==> config.mk <==
export PLATFORM = sky130hd
export DESIGN_NAME = bv_gen
export DESIGN_NICKNAME = d
export VERILOG_FILES = /design/src/rtl/bv_gen.sv
export SDC_FILE = /design/constraint.sdc
export NUM_CORES = 1
export LEC_CHECK = 0
export BUFFER_PORTS_ARGS = -buffer_cell sky130_fd_sc_hd__clkbuf_2
export CAP_MARGIN = 20
export CORE_MARGIN = 2
export CORE_UTILIZATION = 55
export DETAILED_ROUTE_END_ITERATION = 12
export HOLD_SLACK_MARGIN = 0.03
export PLACE_DENSITY = 0.9
export RECOVER_POWER = 100
export SYNTH_ARGS = -nofsm -noshare
export SYNTH_HDL_FRONTEND = slang
export SYNTH_SLANG_ARGS = --single-unit
==> constraint.sdc <==
create_clock -name clk -period 3.3 [get_ports clk]
set_input_delay 0.33 -clock clk [delete_from_list [all_inputs] [get_ports clk]]
set_output_delay 0.33 -clock clk [all_outputs]
set_load 0.02 [all_outputs]
==> src/rtl/bv_gen.sv <==
`default_nettype none
// ============================================================================
// Module   : bv_gen
// Brief    : Assembles a rule bit vector from a framed stream of rule indices
//            and presents it with a valid/ready handshake. Define
//            BV_GEN_LOWEST_EN to add low_out, the lowest index set.
// Revision : 1.0 - initial release
// ============================================================================
module bv_gen #(
    parameter int width       = 64,
    parameter int width_count = 6
) (
    input  logic                   clk,
    input  logic                   reset,
    input  logic                   idx_valid,
    input  logic                   idx_sop,
    input  logic                   idx_eop,
    input  logic [width_count-1:0] idx,
    output logic                   idx_ready,
    output logic                   bv_out_valid,
    input  logic                   bv_out_ready,
    output logic [width-1:0]       bv_out,
    output logic [width_count:0]   num_out,
    output logic                   err_out,
    output logic                   proto_err
`ifdef BV_GEN_LOWEST_EN
    ,
    output logic [width_count-1:0] low_out
`endif
);

    localparam logic [1:0] S_IDLE  = 2'd0;
    localparam logic [1:0] S_ACCUM = 2'd1;
    localparam logic [1:0] S_HOLD  = 2'd2;

    localparam logic [width_count:0] c_width = (width_count+1)'(width);
    localparam logic [width-1:0]     c_one   = {{(width-1){1'b0}}, 1'b1};

    logic [1:0]             r_state;
    logic [width-1:0]       r_acc;
    logic [width_count:0]   r_num;
    logic                   r_err;
    logic                   r_proto_err;

    logic                   w_accept;
    logic                   w_in_range;
    logic [width-1:0]       w_onehot;
    logic                   w_new_bit;

`ifdef BV_GEN_LOWEST_EN
    logic [width_count-1:0] r_low;
    logic                   r_low_vld;
`endif

    assign idx_ready  = reset & (r_state != S_HOLD);
    assign w_accept   = idx_valid & idx_ready;
    assign w_in_range = {1'b0, idx} < c_width;
    assign w_onehot   = w_in_range ? (c_one << idx) : '0;
    // A duplicate index leaves the vector unchanged, so no count increment.
    assign w_new_bit  = |(w_onehot & ~r_acc);

    assign bv_out_valid = (r_state == S_HOLD);
    assign bv_out       = bv_out_valid ? r_acc : '0;
    assign num_out      = bv_out_valid ? r_num : '0;
    assign err_out      = bv_out_valid & r_err;
    assign proto_err    = r_proto_err;
`ifdef BV_GEN_LOWEST_EN
    assign low_out      = bv_out_valid ? r_low : '0;
`endif

    always_ff @(posedge clk) begin
        r_proto_err <= 1'b0;
        if (!reset) begin
            r_state <= S_IDLE;
            r_acc   <= '0;
            r_num   <= '0;
            r_err   <= 1'b0;
`ifdef BV_GEN_LOWEST_EN
            r_low     <= '0;
            r_low_vld <= 1'b0;
`endif
        end else begin
            case (r_state)
                S_IDLE, S_ACCUM: begin
                    if (w_accept) begin
                        if (idx_sop) begin
                            r_acc <= w_onehot;
                            r_num <= w_in_range ? (width_count+1)'(1) : '0;
                            r_err <= ~w_in_range;
`ifdef BV_GEN_LOWEST_EN
                            r_low     <= w_in_range ? idx : '0;
                            r_low_vld <= w_in_range;
`endif
                            r_state     <= idx_eop ? S_HOLD : S_ACCUM;
                            r_proto_err <= (r_state == S_ACCUM);
                        end else if (r_state == S_ACCUM) begin
                            r_acc <= r_acc | w_onehot;
                            if (w_new_bit)
                                r_num <= r_num + 1'b1;
                            r_err <= r_err | ~w_in_range;
`ifdef BV_GEN_LOWEST_EN
                            if (w_in_range && (!r_low_vld || idx < r_low)) begin
                                r_low     <= idx;
                                r_low_vld <= 1'b1;
                            end
`endif
                            if (idx_eop)
                                r_state <= S_HOLD;
                        end else begin
                            // Orphan beat outside a frame is dropped.
                            r_proto_err <= 1'b1;
                        end
                    end
                end
                S_HOLD: begin
                    if (bv_out_ready) begin
                        r_state <= S_IDLE;
                        r_acc   <= '0;
                        r_num   <= '0;
                        r_err   <= 1'b0;
`ifdef BV_GEN_LOWEST_EN
                        r_low     <= '0;
                        r_low_vld <= 1'b0;
`endif
                    end
                end
                default: r_state <= S_IDLE;
            endcase
        end
    end

endmodule
`default_nettype wire

==> reports/summary.txt <==
========================================================================================
Number of flip-flops and latches in the synthesized netlist ...............           74
Start of the worst register-to-register path ..............................   r_state[1]
Transition at the pin with the smallest max-transition slack ..............      1.01 ns
TritonCTS clock tree ......................................................        built
Total chip power ..........................................................      1.90 mW
Sum of negative setup slack ...............................................         0 ns
Setup slack on the worst flop-to-flop path ................................      0.74 ns
Number of detailed-routing iterations run before antenna repair ...........            6
Hold worst-path end .......................................................    proto_err
Pin count of the biggest net entering global routing ......................           65
Top cells by area in the synthesized netlist .............................. sky130_fd_sc_hd__dfxtp_1 35%, sky130_fd_sc_hd__a22oi_1 12%, sky130_fd_sc_hd__and2_1 10%, sky130_fd_sc_hd__nor2_1 7.7%, sky130_fd_sc_hd__clkbuf_1 2.6%
Number of global-route vias before repair .................................         3785
Number of warnings reported in the yosys synthesis log ....................            0
Non-Filler Instances ......................................................          687
Pre-CTS worst setup slack .................................................     0.361 ns
Placed cell area ..........................................................     4650 µm²
Met1 track utilization from global routing ................................        0.398
CP Data Required Time .....................................................      3.55 ns
Number of enable-type register cells in the synthesized netlist ...........            0
Placer congestion estimate ................................................        0.948
Hold Violations, Final ....................................................            0
Critical path fanouts, max ................................................           24
Status ....................................................................    completed
Clock insertion delay at the later pin of the skew report .................      0.35 ns
Maximum clock frequency ...................................................      351 MHz
Initial core utilization ..................................................        0.574
Area overhead of the layout relative to synthesis .........................        14.2%
Cts-stage hold buffer count ...............................................            0
Leakage dissipation .......................................................      1.81 nW
Top-area cell type share of the netlist area ..............................        0.352
Met3 Track Usage GR .......................................................       0.0548
Final antenna-violating net count .........................................            0
Synth unique cells ........................................................           64
Slew Limit Headroom .......................................................        0.328
Total grt overflow ........................................................            0
Largest clock skew in the final design ....................................   0.00592 ns
Wire length per cell ......................................................      18.1 µm
Most frequent cells after synthesis ....................................... 86 x sky130_fd_sc_hd__nor2_1, 74 x sky130_fd_sc_hd__dfxtp_1, 68 x sky130_fd_sc_hd__and2_1, 66 x sky130_fd_sc_hd__a22oi_1, 29 x sky130_fd_sc_hd__clkbuf_1
Number of pins with negative max-slew slack in the final report ...........            0
Total number of vias ......................................................         4206
Nature of the critical path endpoint ......................................    flip-flop
Total clock buffers created by CTS ........................................            9
Critical path type ........................................................ primary input to flip-flop
Post-route cell area ......................................................     4810 µm²
WL final ..................................................................     12500 µm
Antenna violations before repair ..........................................            0
Top Usage Layer GRT .......................................................         met2
Seq/Total Area, Yosys .....................................................        0.352
Maximum capacitance violations ............................................            0
CTS H-tree depth ..........................................................            3
Startpoint of the worst hold path .........................................    idx_valid
DR vias/cell ..............................................................         6.12
Number of placement rows ..................................................           31
Port-buffer cells .........................................................           85
Async set-reset flop share out of synthesis ...............................            0
Peak supply drop ..........................................................     0.268 mV
Post-synth design cell area ...............................................     4210 µm²
Layout Utilization ........................................................        0.656
Root Driver ............................................................... sky130_fd_sc_hd__clkbuf_8
Final setup vio count .....................................................            0
Worst hold slack after final layout .......................................     0.239 ns
Antenna diode instance count ..............................................            0
Worst min path class ...................................................... primary input to flip-flop
Die Footprint .............................................................     8370 µm²
Count leader, synth ....................................................... sky130_fd_sc_hd__nor2_1
Arrival time of the worst setup path ......................................      3.10 ns
Setup repair after global routing missed its margin .......................           no
Number of buffers on the longest clock path ...............................            2
Startpoint class of the critical path ..................................... primary input
X dimension of the die ....................................................      91.5 µm
Cells after synthesis .....................................................          518
Clk sinks .................................................................           74
Final worst slack .........................................................     0.447 ns
Crit. Startpoint ..........................................................       idx[5]
DIE HEIGHT ................................................................      91.5 µm
Ports .....................................................................           87
Combined global-route utilization of all metal layers .....................        0.295
Final critical path time including I/O delays and setup ...................      2.85 ns
Clock transition at the registers of the reported paths ...................      0.08 ns
Detailed router's first-iteration violation count .........................          467
Worst hold path depth .....................................................            2
Cells after DPL ...........................................................          671
Syn Area/Cell .............................................................     8.13 µm²
Total nets after synthesis ................................................          532
Capture instance of the worst register-to-register path ...................    r_acc[22]
First-pass GRT wire length ................................................     19800 µm
Placed wire-length estimate after detailed placement ......................      8670 µm
Layout cell share with drive strength beyond 1 ............................        0.143
Core Footprint ............................................................     7330 µm²
Remaining routing DRC violations ..........................................            0
Most instantiated flip-flop cell in the synthesis netlist ................. sky130_fd_sc_hd__dfxtp_1
Resized Gates After CTS ...................................................            0
Final-stage net count .....................................................          597
Top cell type by total area after synthesis ............................... sky130_fd_sc_hd__dfxtp_1
Post-CTS setup-driven buffer insertion count ..............................            0
Portion of the clock cycle consumed by the worst path in the final layout .        0.865
GR Util met2 ..............................................................        0.471
Reg2reg path depth ........................................................            9
Cell Pwr Density ..........................................................   395 nW/µm²
========================================================================================
==> power by group <==
group          switching (mW)  internal [mW]  total, mW
registers             0.00769          0.899      0.906
clock network           0.338          0.444      0.782
logic                   0.147         0.0630      0.210
==> state kept, by name (all words and copies together) (netlist names) <==
register,count
r_acc,64
r_num,7
r_state,2
proto_err,1
==> kinds of logic after synthesis <==
kind of cell / after synthesis / synth area share
compound gates: 119 / 0.211
fa+ha+maj: 2 / 0.00594
buf+inv: 57 / 0.0660
flops: 74 / 0.352
mux: 12 / 0.0297
other cells: 1 / 0.000891
simple gates: 253 / 0.334
==> worst max-delay path, cell delays in order <==
cell                       delay (ns)
sky130_fd_sc_hd__clkbuf_1        0.73
sky130_fd_sc_hd__and3b_1         0.40
sky130_fd_sc_hd__o211ai_1        0.15
sky130_fd_sc_hd__nand4_1         0.13
sky130_fd_sc_hd__or4b_1          0.56
sky130_fd_sc_hd__or2_1           0.35
sky130_fd_sc_hd__o2111a_1        0.28
sky130_fd_sc_hd__o21a_1          0.16
==> worst max-delay path by stage <==
stage | to | slack [ns] | cells past startpoint
3_3_place_gp | r_num[6] | 0.50 | 8
3_5_place_dp | r_num[6] | 0.36 | 8
4_1_cts | r_num[6] | 0.66 | 8
2_1_floorplan | r_num[6] | 0.93 | 10
5_1_grt | r_num[6] | 0.33 | 8
6_report | r_num[6] | 0.45 | 8
==> layout by cell type, fill, tap and decap left out, types with 3 or more instances in the layout <==
cell / count
sky130_fd_sc_hd__nor4bb_1: 3
sky130_fd_sc_hd__clkbuf_8: 10
sky130_fd_sc_hd__and2_0: 26
sky130_fd_sc_hd__a21oi_1: 6
sky130_fd_sc_hd__o22ai_1: 4
sky130_fd_sc_hd__nor2_1: 86
sky130_fd_sc_hd__nor3_1: 15
sky130_fd_sc_hd__mux2i_1: 8
sky130_fd_sc_hd__a21boi_0: 3
sky130_fd_sc_hd__buf_4: 13
sky130_fd_sc_hd__nand3_1: 8
sky130_fd_sc_hd__nand2b_1: 6
sky130_fd_sc_hd__clkbuf_1: 50
sky130_fd_sc_hd__o211ai_1: 8
sky130_fd_sc_hd__clkbuf_2: 38
sky130_fd_sc_hd__inv_1: 9
sky130_fd_sc_hd__or4_1: 3
sky130_fd_sc_hd__mux2_2: 4
sky130_fd_sc_hd__nor3b_1: 10
sky130_fd_sc_hd__nand4_1: 4
sky130_fd_sc_hd__nor4b_1: 3
sky130_fd_sc_hd__a22oi_1: 66
sky130_fd_sc_hd__nand2_1: 15
sky130_fd_sc_hd__and3b_1: 10
sky130_fd_sc_hd__and2_1: 42
sky130_fd_sc_hd__o21ai_0: 6
sky130_fd_sc_hd__dfxtp_1: 74
sky130_fd_sc_hd__a41oi_1: 3
==> routing by layer <==
layer,routed length (µm),share of wire,vias to the layer above
met2,5870,0.47,223
met3,1120,0.090,33
li1,-,-,1988
met4,284,0.023,0
met1,5180,0.42,1962
met5,0,0,-
==> area by class of cell <==
class                   instances  area, µm²
inverters                      11       41.3
multi-input cells             387       2470
fillers                       646       2520
well taps                      99        124
clock inverters                 5       77.6
repair buffers                100        472
flip-flops and latches         74       1480
clock buffers                  11        141
(Power assumes the default switching activity.)
